## src/rtl/sqg_pkg.sv

```systemverilog
// Shared constants and state type for the 0110-marker serial link.
// Imported by the transmitter (sqg0110_tx) and by the matching receiver.
package sqg_pkg;

    typedef enum logic [2:0] {
        IDLE,
        SYNC,
        DATA,
        PAR,
        GAP
    } tx_state_t;

    localparam logic [3:0] SYNC_PATTERN  = 4'b0110;
    localparam int         SYNC_LEN      = 4;

    // Last three line bits that, followed by a 0, would recreate the marker.
    localparam logic [2:0] STUFF_TRIGGER = 3'b011;

endpackage

```

## src/rtl/sqg0110_tx.sv

```systemverilog
// sqg0110_tx: serial frame transmitter for the 0110-marker link.
// Accepts a W-bit word over valid/ready, sends marker 0110 then the payload
// MSB first, stuffing a 1 whenever the last three line bits are 011 and
// more payload follows, then idles high for GAP_BITS cycles.
// Optional build macro SQG0110_PARITY_EN appends an even-parity bit
// (itself subject to the stuffing rule) after the payload.
module sqg0110_tx
    import sqg_pkg::*;
#(
    parameter int W        = 8,
    parameter int GAP_BITS = 3
) (
    input  logic         clk,
    input  logic         rst,
    input  logic [W-1:0] data_i,
    input  logic         valid_i,
    output logic         ready_o,
    output logic         out,
    output logic         tx_en,
    output logic         busy_o
);

    // One counter serves every state: marker bits, payload bits, parity
    // progress and gap cycles, so it is sized for the largest of them.
    localparam int CNT_TOP_A = (W > GAP_BITS) ? W : GAP_BITS;
    localparam int CNT_TOP   = (CNT_TOP_A > SYNC_LEN) ? CNT_TOP_A : SYNC_LEN;
    localparam int CW        = $clog2(CNT_TOP + 1);

    tx_state_t       state_q, state_d;
    logic [CW-1:0]   cnt_q,   cnt_d;
    logic [W-1:0]    shreg_q, shreg_d;
    logic            out_q,   out_d;
    logic            tx_en_q, tx_en_d;
    logic [2:0]      history, history_d;
    logic [1:0]      sync_idx;
`ifdef SQG0110_PARITY_EN
    logic            par_q,   par_d;
`endif

    // Marker bit to send next: cnt_q marker bits are already out, MSB first.
    assign sync_idx = 2'(SYNC_LEN - 1 - int'(cnt_q));

    // State register; out/tx_en are registered so the line never glitches.
    // NOTE: state registers use non-blocking assignments so every flop
    // samples the values from before the edge, independent of code order.
    always_ff @(posedge clk or posedge rst) begin
        if (rst) begin
            state_q <= GAP;
            cnt_q   <= '0;
            // NOTE: the payload shifter is reset only for deterministic
            // simulation; it is always reloaded before it is used.
            shreg_q <= '0;
            out_q   <= 1'b1;
            tx_en_q <= 1'b0;
            history <= 3'b111;
`ifdef SQG0110_PARITY_EN
            par_q   <= 1'b0;
`endif
        end else begin
            state_q <= state_d;
            cnt_q   <= cnt_d;
            shreg_q <= shreg_d;
            out_q   <= out_d;
            tx_en_q <= tx_en_d;
            history <= history_d;
`ifdef SQG0110_PARITY_EN
            par_q   <= par_d;
`endif
        end
    end

    // Next state plus the bit to put on the line during the next cycle.
    // state_q always names the phase of the bit currently on out.
    always_comb begin
        // NOTE: every output of this block gets a default first, so no path
        // through the case can leave a variable unassigned and infer a latch.
        state_d = state_q;
        cnt_d   = cnt_q;
        shreg_d = shreg_q;
        out_d   = 1'b1;
        tx_en_d = 1'b0;
`ifdef SQG0110_PARITY_EN
        par_d   = par_q;
`endif

        unique case (state_q)
            IDLE: begin
                // ready_o is high exactly in IDLE, so valid_i is the handshake.
                if (valid_i) begin
                    state_d = SYNC;
                    cnt_d   = CW'(1);
                    shreg_d = data_i;
                    out_d   = SYNC_PATTERN[SYNC_LEN-1];
                    tx_en_d = 1'b1;
`ifdef SQG0110_PARITY_EN
                    par_d   = ^data_i;
`endif
                end
            end

            SYNC: begin
                tx_en_d = 1'b1;
                if (cnt_q != CW'(SYNC_LEN)) begin
                    out_d = SYNC_PATTERN[sync_idx];
                    cnt_d = cnt_q + CW'(1);
                end else begin
                    // The marker leaves history at 110, so the first payload
                    // bit can never need a stuff in front of it.
                    state_d = DATA;
                    out_d   = shreg_q[W-1];
                    shreg_d = shreg_q << 1;
                    cnt_d   = CW'(1);
                end
            end

            DATA: begin
                if (cnt_q != CW'(W)) begin
                    tx_en_d = 1'b1;
                    if (history == STUFF_TRIGGER) begin
                        out_d = 1'b1;
                    end else begin
                        out_d   = shreg_q[W-1];
                        shreg_d = shreg_q << 1;
                        cnt_d   = cnt_q + CW'(1);
                    end
                end else begin
`ifdef SQG0110_PARITY_EN
                    // cnt 0 in PAR means a stuff went out and parity is due.
                    state_d = PAR;
                    tx_en_d = 1'b1;
                    if (history == STUFF_TRIGGER) begin
                        out_d = 1'b1;
                        cnt_d = '0;
                    end else begin
                        out_d = par_q;
                        cnt_d = CW'(1);
                    end
`else
                    state_d = GAP;
                    cnt_d   = '0;
`endif
                end
            end

            PAR: begin
`ifdef SQG0110_PARITY_EN
                if (cnt_q == '0) begin
                    tx_en_d = 1'b1;
                    out_d   = par_q;
                    cnt_d   = CW'(1);
                end else begin
                    state_d = GAP;
                    cnt_d   = '0;
                end
`else
                state_d = GAP;
                cnt_d   = '0;
`endif
            end

            GAP: begin
                if (cnt_q == CW'(GAP_BITS - 1)) begin
                    state_d = IDLE;
                    cnt_d   = '0;
                end else begin
                    cnt_d = cnt_q + CW'(1);
                end
            end

            default: begin
                state_d = GAP;
                cnt_d   = '0;
            end
        endcase

        history_d = {history[1:0], out_d};
    end

    assign out     = out_q;
    assign tx_en   = tx_en_q;
    assign ready_o = (state_q == IDLE);
    assign busy_o  = (state_q != IDLE);

endmodule

```

## config.mk

```make
export PLATFORM = sky130hd
export DESIGN_NAME = sqg0110_tx
export DESIGN_NICKNAME = d
export VERILOG_FILES = /design/src/rtl/sqg_pkg.sv /design/src/rtl/sqg0110_tx.sv
export SDC_FILE = /design/constraint.sdc
export NUM_CORES = 1
export LEC_CHECK = 0
export CAP_MARGIN = 20
export CORE_MARGIN = 2
export CORE_UTILIZATION = 40
export CTS_CLUSTER_SIZE = 25
export DETAILED_ROUTE_END_ITERATION = 16
export PLACE_DENSITY_LB_ADDON = 0.05
export SYNTH_ARGS = -nofsm -noshare
export SYNTH_HDL_FRONTEND = slang
export SYNTH_SLANG_ARGS = --single-unit
export TNS_END_PERCENT = 1
```

## constraint.sdc

```tcl
create_clock -name clk -period 2.95 [get_ports clk]
set_input_delay 0.295 -clock clk [delete_from_list [all_inputs] [get_ports clk]]
set_output_delay 0.295 -clock clk [all_outputs]
set_load 0.005 [all_outputs]
```

# Word-level counts from Yosys, hierarchy flattened
# Index checks and enable logic that the tools add are counted.
[totals] in_bits=11 ff_bits=20 output_inout_bits=4 word_cells=55
[op_classes] add_sub_neg=2 n_eq_ne=14 n_reduce_logical=6 n_lt_le_gt_ge=1 n_mux=26
[op_table] cell="two-way mux 8 bit" count=4
[op_table] cell="case mux 8 bit (3 select lines)" count=1
[op_table] cell="two-way mux 4 bit" count=5
[op_table] cell="case mux 4 bit (4 select lines)" count=1
[op_table] cell="two-way mux 3 bit" count=4
[op_table] cell="inequality test 2 bit, second input constant" count=6
[op_table] cell="case mux 3 bit (4 select lines)" count=1
[op_table] cell="two-way mux 1 bit" count=7
[op_table] cell="== test 3 x 2 -> 1 bit, second input constant" count=2
[op_table] cell="case mux 1 bit (3 select lines)" count=2
[op_table] cell="nonzero test 3 bit" count=2
[op_table] cell="AND reduction 5 bit" count=1
[op_table] cell="adder 4 x 1 -> 4 bit, second input constant" count=1
[op_table] cell="== test 4 x 2 -> 1 bit, second input constant" count=1
[op_table] cell="inequality test 4 x 3 -> 1 bit, second input constant" count=1
[op_table] cell="inequality test 4 bit, second input constant" count=1
[op_table] cell="AND reduction 4 bit" count=1
[op_table] cell="== test 3 x 1 -> 1 bit, second input constant" count=1
[op_table] cell="== test 3 bit, second input constant" count=1
[op_table] cell="zero test 3 bit" count=1
[op_table] cell="< comparator 2 x 3 -> 1 bit, second input constant" count=1
[op_table] cell="inequality test 3 bit, second input constant" count=1
[op_table] cell="binary-select mux 1 bit (select 2 bit)" count=1
[op_table] cell="AND reduction 2 bit" count=1
[op_table] cell="subtractor 2 bit, first input constant" count=1

# Depth between registers and ports, before layout
# Gate-level depths: netlist (run 1).
[logic_depth] word_depth=5 depth_mapped=6 depth_no_buf=6

# Worst setup path before layout (run 1)
# Ideal clock, no wire load.
[synth_timing] path_type="flip-flop to flip-flop" from="reg cnt_q[0]" to="reg shreg_q[0]" path_buffers=0 required_time_ps=2825 setup_ps=125 slack_ps=1235 path_stages_with_launch=7 period_less_slack_ps=1715 arrival_ps=1591 cell_sequence="dfrtp_1 inv_1 ha_1 nand3b_1 and3_1 a21oi_4 mux2_2"
[synth_between] elab_chain_len=3 word_cells_on_any_way=5 cone_classes="eq/ne (4); reduce/logical (1)"
[synth_rtl] item="start, declared" line_no="sqg0110_tx.sv:30" rtl="logic [CW-1:0] cnt_q, cnt_d;"
[synth_rtl] item="start signal, assigned" line_no="sqg0110_tx.sv:61" rtl="cnt_q <= cnt_d;"
[synth_rtl] item="inequality test 4 bit / inequality test 4 x 3 -> 1 bit (equally long branches)" line_no="sqg0110_tx.sv:117, sqg0110_tx.sv:103"
[synth_rtl] item="inequality test 2 bit (no line)"
[synth_rtl] item="AND reduction 5 bit (no line) *"
[synth_rtl] item="end signal, assigned" line_no="sqg0110_tx.sv:62" rtl="shreg_q <= shreg_d;"
[synth_rtl] item="end, declared" line_no="sqg0110_tx.sv:31" rtl="logic [W-1:0] shreg_q, shreg_d;"
# Every way passes the cells marked *; elsewhere a longest branch is shown, timed or not.
# A chain may end at the register's enable or synchronous reset.

# Worst setup path in the final report (run 1)
[layout_timing] from="reg state_q[0]" to="out ready_o"
[layout_between] elab_chain_len=1
[layout_rtl] item="start, declared" line_no="sqg0110_tx.sv:29" rtl="tx_state_t state_q, state_d;"
[layout_rtl] item="start signal, assigned" line_no="sqg0110_tx.sv:60" rtl="state_q <= state_d;"
[layout_rtl] item="zero test 3 bit" line_no="sqg0110_tx.sv:181" rtl="assign ready_o = (state_q == IDLE);"
[layout_rtl] item="end, declared" line_no="sqg0110_tx.sv:17" rtl="output logic ready_o,"
# No other way between the ends.

==> results_dict.tcl, run 1 <==
set metrics [dict create \
    status "complete, no violations" \
    cap_viol_max_count 0 \
    synthArstFlopShare_pct 100.0 \
    ant_nets 0 \
    layout_common_cells "mux2_2 (16), dfrtp_1 (15), clkdlybuf4s50_1 (14)" \
    insertion_delay_ns 0.30 \
    grt_overflow_total 0 \
    grt_max_degree 20 \
    cts.repair.resized 0 \
    power_leakage_nw 0.5015 \
    die_w_um 55.69 \
    clockRootBuffer "clkbuf_4" \
    worst_pin_slew_ns 0.7187 \
    cts_buffers 3 \
    vias 762 \
    antenna_found_initial 0 \
    clk_path_buf_depth 2 \
    rsz0062_at_grt "false" \
    critPathSlowestCell "dfrtp_1" \
    placed_cell_area_um2 1222 \
    drc_errors 0 \
    cp.buffers_inverters 1 \
    wl_per_cell_um 13.90 \
    critPathMaxFanout 13 \
    synth-edff-count 0 \
    wirelength_um 1946 \
    critPathLaunchType "flop" \
    finalCritPeriodShare_pct 67.28 \
    start_util_pct 42.74 \
    yosysSeqAreaShare_pct 44.96 \
    ioPinCount 15 \
    htree_levels 1 \
    hp-class "reg -> reg" \
    setup_tns_ns 0 \
    synth_area_um2 1069 \
    cts_tree "done" \
    total_power_mw 1.269 \
    end_kind "output pin" \
    drt-pass1-iter-count 4 \
    clk_pin_slew_ns 0.11 \
    grt_pass1_wl_um 3588 \
    dieArea_um2 3101 \
    power_density_nw_per_um2 1016 \
    required_ns 2.65 \
    yosys_register_bits 19 \
    peakVddDrop_uv 621.0 \
    fin_crit_ns 1.985 \
    cts.sinks 19 \
    rows 18 \
    fp.dieH_um 55.69 \
    drive_gt1_share_pct 27.27 \
    fin_skew_ns 0.0007472 \
    postLayoutCoreUtil_pct 49.95 \
    crit_type "reg -> out" \
    drv_slew 0 \
    avgSynthCellArea_um2 11.25 \
    post_cts_buffers 0 \
    routabilityCongestion 0.7851 \
    critPathMaxStageDelay_ns 0.56 \
    cp.arrival_ns 1.69 \
    slew_headroom_pct 52.03 \
    path_cells "nor3_1 > clkdlybuf4s50_1" \
    synth-main-ff-cell "dfrtp_1" \
    fin_area_um2 1249 \
    critical-path-top-delay-family "flip-flops" \
    yosys_warnings 0 \
    layout_commonest_cell "mux2_2" \
    drt_iter0_markers 9 \
    vias_per_cell 5.443 \
    area_delta_synth_final_pct 16.86 \
    synthCells 95 \
    finish.net_count 125 \
    fp.coreArea_um2 2500 \
    dpl.hpwl_um 1407 \
    n_antenna_cell 0 \
    grt.total_usage_pct 14.59 \
    synth_cell_type_count 38 \
    finalHoldViolCount 0 \
    port_buffers 14 \
    synth.net_count 109 \
    clock.fmax_ghz 0.5038 \
    hold_buffers 0 \
    grt_pass1_vias 794 \
    finalSetupViolCount 0 \
]
## registers in the layout, summed over array words and instances (netlist names)
name,cells
cnt_q,4
state_q,3
history,3
tx_en,1
shreg_q,8
## Yosys cell counts (all sizes together), types with 2 or more instances
| cell | number | area (um^2) |
|---|---|---|
| ha | 3 | 37.54 |
| inv | 9 | 33.78 |
| o311ai | 3 | 26.28 |
| nand3b | 2 | 15.01 |
| nor3b | 2 | 26.28 |
| nand2 | 7 | 26.28 |
| mux2 | 16 | 180.2 |
| a21oi | 4 | 31.28 |
| dfstp | 4 | 105.1 |
| nor2 | 3 | 13.77 |
| a31oi | 2 | 12.51 |
| o211ai | 3 | 27.52 |
| o21ai | 3 | 15.01 |
| buf | 3 | 23.77 |
| dfrtp | 15 | 375.4 |
## worst paths after layout
kind,startpoint,to,slack (ns),depth (start not counted)
worst max-delay path,state_q[0],ready_o,0.97,2
worst min-delay path,history[1],history[2],0.38,0
worst max register to register,cnt_q[0],shreg_q[0],0.98,6
worst min register to register,history[1],history[2],0.38,0
max in group asynchronous,rst,shreg_q[0],2.10,2
min in group asynchronous,rst,cnt_q[3],0.40,2
## metal layers
metal,up-vias,wire [um],GRT usage (%)
li1,372,-,-
met1,371,916,18.46
met2,15,923,24.15
met3,4,71,2.093
met4,0,34,7.317
met5,-,0,0
## metrics by stage
step | setup slack (ns) | hold WS (ns) | instances
floorplan | 1.235 | 0.2432 | 95
global placement | 1.027 | 0.3626 | 136
detailed placement | 1.007 | 0.3653 | 136
CTS | 0.9571 | 0.3809 | 140
global route | 0.8072 | 0.3905 | 140
finish | 0.9653 | 0.3808 | 140
## cells by family (layout without fill, tap and decap cells)
logic type | Yosys count | count (layout) | share of synthesized area (%)
and+or+nand+nor | 23 | 23 | 12.88
AOI/OAI and AO/OA | 21 | 21 | 15.57
buffers and inverters | 12 | 27 | 5.386
DFF | 19 | 19 | 44.96
adders and majority gates | 3 | 3 | 3.513
muxes | 16 | 16 | 16.86
xor gates and xnor gates | 1 | 1 | 0.8198
## layout make-up
cell class              count  area (um^2)
clock buffers               4        26.28
fillers                   244         1251
inverters                   9        33.78
multi-input cells          64        530.5
flip-flops and latches     19        480.5
well taps                  30        37.54
repair buffers             14        140.1
## where the power goes
part / total (mW) / internal (mW) / switching (mW)
sequential: 0.510 / 0.399 / 0.111
clock: 0.136 / 0.0527 / 0.0830
combinational: 0.623 / 0.350 / 0.273
No activity file was read; power rests on OpenSTA's default activity.
==> inputs of run 2 (changes only) <==
==> constraint.sdc (replaced) <==
create_clock -name clk -period 1.7 [get_ports clk]
set_input_delay 0.17 -clock clk [delete_from_list [all_inputs] [get_ports clk]]
set_output_delay 0.17 -clock clk [all_outputs]
set_load 0.005 [all_outputs]
==> run 2 against run 1 <==
Critical path depth increased by 4. Power increased by 120%. Via count increased by 13%. Setup slack got worse by 0.93 ns. Register-to-register slack got worse by 0.95 ns. Critical path type is now reg -> reg. Combinational power increased to 2.8 times the previous value. Clock skew increased by 0.0028 ns. First-iteration DRC count decreased by 33%. Clock power increased by 79%. Core utilization increased by 12 points. Wire length increased by 18%.
==> results_dict.tcl, run 2 (synthesis gave the netlist of run 1 again) <==
set metrics [dict create \
    status "complete, no violations" \
    htree_levels 1 \
    slew_headroom_pct 78.25 \
    cap_viol_max_count 0 \
    ant_nets 0 \
    critPathMaxFanout 5 \
    drv_slew 0 \
    fin_cells 165 \
    grt_pass1_vias 867 \
    seq_area_um2 481.7 \
    largest_register "shreg_q" \
    rr_startpoint "state_q[1]" \
    holdWs_ns 0.1706 \
    postLayoutCoreUtil_pct 61.46 \
    peakVddDrop_uv 1222 \
    hold_buffers 0 \
    fin_ws_ns 0.03128 \
    setup_tns_ns 0 \
    grt_max_degree 20 \
    port_buffers 14 \
    clk_path_buf_depth 2 \
    grt.total_usage_pct 15.63 \
    cp.arrival_ns 1.88 \
    rr_endpoint "shreg_q[7]" \
    dpl.hpwl_um 1679 \
    hp-class "in -> async" \
    area_delta_synth_final_pct 43.79 \
    clockRootBuffer "clkbuf_4" \
    wl_per_cell_um 13.95 \
    finish.net_count 150 \
    ioPinCount 15 \
    fill_cells 211 \
    worst_pin_slew_ns 0.3235 \
    multiInputGateArea_um2 611.8 \
    vias_per_cell 5.206 \
    die_w_um 55.69 \
    drt_iter0_markers 6 \
    drc_errors 0 \
    insertion_delay_ns 0.31 \
    critical-path-top-delay-family "multiplexers" \
    critPathLaunchType "flop" \
    power_leakage_nw 0.6442 \
    reg2reg_slack_ns 0.03 \
    crit_type "reg -> reg" \
    reg_top3 "shreg_q (8), cnt_q (4)" \
    grt_overflow_total 0 \
    layout_common_cells "buf_4 (23), mux2_2 (14), dfrtp_1 (14)" \
    clock.fmax_ghz 0.5993 \
    path_cells "buf_4 > xnor2_1 > nor2_2 > buf_4 > mux2_2 > mux2_2" \
    rows 18 \
    finalCritPeriodShare_pct 98.16 \
    largest_register_ffs 8 \
    required_ns 1.91 \
    wirelength_um 2302 \
    worst-path-stages 6 \
    n_antenna_cell 0 \
    fin_skew_ns 0.003538 \
    layout_commonest_cell "buf_4" \
    fp.coreArea_um2 2500 \
    grt_pass1_wl_um 3788 \
    rsz0062_at_grt "true" \
    drive_gt1_share_pct 51.11 \
    start_util_pct 42.74 \
    cp.buffers_inverters 2 \
    cts_tree "done" \
    cts.sinks 19 \
    clk_pin_slew_ns 0.12 \
    finalHoldViolCount 0 \
    drt-pass1-iter-count 4 \
    dieArea_um2 3101 \
    place_inst 157 \
    routabilityCongestion 0.7676 \
    power_density_nw_per_um2 1819 \
    antenna_found_initial 0 \
    worstRegToRegCells 6 \
    finalSetupViolCount 0 \
    fp.dieH_um 55.69 \
    vias 859 \
    critPathSlowestCell "dfrtp_1" \
    cts_buffers 3 \
    fin_crit_ns 1.669 \
    dp_slack_ns -0.005834 \
    critPathMaxStageDelay_ns 0.41 \
    end_kind "flop" \
]
==> run 2: cell count changes in the layout (fill, tap and decap cells not counted), sizes merged <==
cell,delta
dlygate4sd2,+2
clkdlybuf4s50,-2
clkinvlp,+1
clkbuf,-1
buf,+25
==> run 2: repair_timing <==
action / in CTS / in global routing
setup endpoints to repair: 10 / 12
pin swaps: 3 / 2
buffers inserted: 3 / 1
gates resized for setup: 5 / 18
==> run 2: where the power goes <==
group | switching [mW] | internal, mW
Combinational | 0.728 | 1.01
Sequential | 0.120 | 0.695
Clock | 0.154 | 0.0898
==> run 2: worst reg2reg max path, stage by stage, from the launching register on <==
cell and delay [ns]:
dfrtp_1 0.41, buf_4 0.17, xnor2_1 0.14, nor2_2 0.12, buf_4 0.15, mux2_2 0.33, mux2_2 0.26
==> run 2: layout make-up <==
class	count	area share (%)
clock buffers	3	1.466
clock inverters	1	0.4886
inverters	9	2.199
multi-input cells	64	39.82
flip-flops and latches	19	31.35
well taps	30	2.443
repair buffers	39	22.23
==> run 2: through the flow <==
stage / cell area [um^2] / power [mW]
after detailed placement: 1385 / 2.272
after global placement: 1385 / 2.243
after global routing: 1536 / 2.986
after CTS: 1448 / 2.571
after floorplan: 1074 / 1.717
final: 1536 / 2.794
==> run 2: routing by layer <==
layer,up-vias,track usage (%),routed length [um]
li1,422,-,-
met1,419,21.62,1165
met2,14,23.81,1031
met3,4,2.558,70
met4,0,7.317,34
met5,-,0,0
==> run 2: worst max-delay path by stage <==
stage,start,endpoint,slack (ns)
finish,state_q[1],shreg_q[7],0.03
global route,cnt_q[0],shreg_q[7],-0.02
CTS,state_q[0],shreg_q[2],-0.03
detailed placement,cnt_q[0],shreg_q[2],-0.006
global placement,state_q[1],shreg_q[7],0.02
floorplan,cnt_q[0],shreg_q[0],0.02
==> inputs of run 3 (changes only) <==
--- a/config.mk
+++ b/config.mk
@@ -14,4 +14,3 @@
 export SYNTH_ARGS = -nofsm -noshare
 export SYNTH_HDL_FRONTEND = slang
 export SYNTH_SLANG_ARGS = --single-unit
-export TNS_END_PERCENT = 1
==> run 3 against run 2 <==
Via count increased by 1.5%. Critical endpoint is now shreg_q[3]. Largest cell class unchanged. Sequential power about the same. Combinational power about the same. Highest routed layer unchanged.
==> results_dict.tcl, run 3 (synthesis gave the netlist of run 1 again) <==
set metrics [dict create \
    clk_pin_slew_ns 0.12 \
    finalCritPeriodShare_pct 98.62 \
    grt_max_degree 20 \
    cts.sinks 19 \
    ant_nets 0 \
    drive_gt1_share_pct 50.36 \
    cp.arrival_ns 1.88 \
    grt_overflow_total 0 \
    rows 18 \
    reg2reg_slack_ns 0.02 \
    finalSetupViolCount 0 \
    peakVddDrop_uv 1251 \
    reg_top3 "shreg_q (8), cnt_q (4)" \
    status "complete, no violations" \
    wirelength_um 2271 \
    dp_slack_ns -0.005834 \
    fin_crit_ns 1.676 \
    vias 872 \
    grt_pass1_vias 873 \
    clockRootBuffer "clkbuf_4" \
    drc_errors 0 \
    required_ns 1.91 \
    critical-path-top-delay-family "flip-flops" \
    fp.coreArea_um2 2500 \
    critPathMaxStageDelay_ns 0.44 \
    path_cells "buf_6 > nor3b_4 > o211ai_2 > a21oi_4 > buf_12 > mux2_2" \
    vias_per_cell 5.222 \
    routabilityCongestion 0.7676 \
    power_leakage_nw 0.6530 \
    fp.dieH_um 55.69 \
    hp-class "in -> async" \
    drt_iter0_markers 20 \
    insertion_delay_ns 0.31 \
    slew_headroom_pct 79.27 \
    dpl.hpwl_um 1679 \
    critPathSlowestCell "dfrtp_2" \
    area_delta_synth_final_pct 44.97 \
    antenna_found_initial 0 \
    finalHoldViolCount 0 \
    grt_pass1_wl_um 3815 \
    crit_type "reg -> reg" \
    drv_slew 0 \
    dieArea_um2 3101 \
    fill_cells 210 \
    start_util_pct 42.74 \
    rr_endpoint "shreg_q[3]" \
    htree_levels 1 \
    postLayoutCoreUtil_pct 61.96 \
    cap_viol_max_count 0 \
    worst_pin_slew_ns 0.3083 \
    ioPinCount 15 \
    layout_commonest_cell "buf_4" \
    hold_buffers 0 \
    power_density_nw_per_um2 1812 \
    grt.total_usage_pct 15.73 \
    wl_per_cell_um 13.60 \
    largest_register "shreg_q" \
    finish.net_count 152 \
    cts_tree "done" \
    clock.fmax_ghz 0.5965 \
    end_kind "flop" \
    clk_path_buf_depth 2 \
    cp.buffers_inverters 2 \
    drt-pass1-iter-count 4 \
    fin_ws_ns 0.02351 \
    holdWs_ns 0.1707 \
    worstRegToRegCells 6 \
    largest_register_ffs 8 \
    cts_buffers 3 \
    port_buffers 14 \
    layout_common_cells "buf_4 (25), mux2_2 (14), dfrtp_1 (14)" \
    rr_startpoint "state_q[0]" \
    die_w_um 55.69 \
    critPathMaxFanout 8 \
    critPathLaunchType "flop" \
    n_antenna_cell 0 \
    rsz0062_at_grt "true" \
    fin_skew_ns 0.004556 \
]
==> run 3: how the worst max path moves through the flow <==
stage	from	endpoint	depth (start not counted)
after floorplan	cnt_q[0]	shreg_q[0]	6
after global placement	state_q[1]	shreg_q[7]	6
after detailed placement	cnt_q[0]	shreg_q[2]	6
after CTS	state_q[0]	shreg_q[2]	5
after global routing	state_q[0]	shreg_q[7]	6
final	state_q[0]	shreg_q[3]	6
==> run 3: layout make-up <==
| type | count | area (um^2) | share of cell area (%) |
|---|---|---|---|
| sequential | 19 | 481.7 | 31.10 |
| tap | 30 | 37.54 | 2.423 |
| multi-input combinational | 64 | 609.3 | 39.34 |
| clock inverter | 1 | 7.507 | 0.4847 |
| clock buffer | 3 | 22.52 | 1.454 |
| timing repair buffer | 41 | 356.6 | 23.02 |
| inverter | 9 | 33.78 | 2.181 |
==> run 3: through the flow <==
step	setup TNS, ns	area [um^2]	std cells	power (mW)
final	0	1549	167	2.806
after global routing	-0.2985	1549	167	3.002
after CTS	-0.1783	1455	165	2.573
after detailed placement	-0.01791	1385	157	2.272
after global placement	0	1385	157	2.243
after floorplan	0	1074	95	1.717
==> run 3: per-layer routing <==
layer | wire length (um) | part of all wire (%) | track usage, %
met3 | 83 | 3.7 | 2.558
met2 | 1019 | 45 | 24.32
met1 | 1134 | 50 | 21.47
met5 | 0 | 0 | 0
met4 | 34 | 1.5 | 7.317
==> run 3: repair_timing <==
action                     4_1_cts  5_1_grt
cloned                           0        0
setup endpoints to repair       10       12
pin swaps                        3        4
resized for setup                5       16
setup buffers                    4        2
==> run 3: power by group <==
group | internal [mW] | total (mW) | switching, mW
Sequential | 0.695 | 0.812 | 0.117
Combinational | 1.03 | 1.75 | 0.725
Clock | 0.0898 | 0.245 | 0.155
Total | 1.81 | 2.81 | 0.997
==> run 3: worst min-delay path, stage by stage <==
cell and delay [ns]:
clkdlybuf4s50_1 0.40, inv_1 0.05, buf_4 0.25
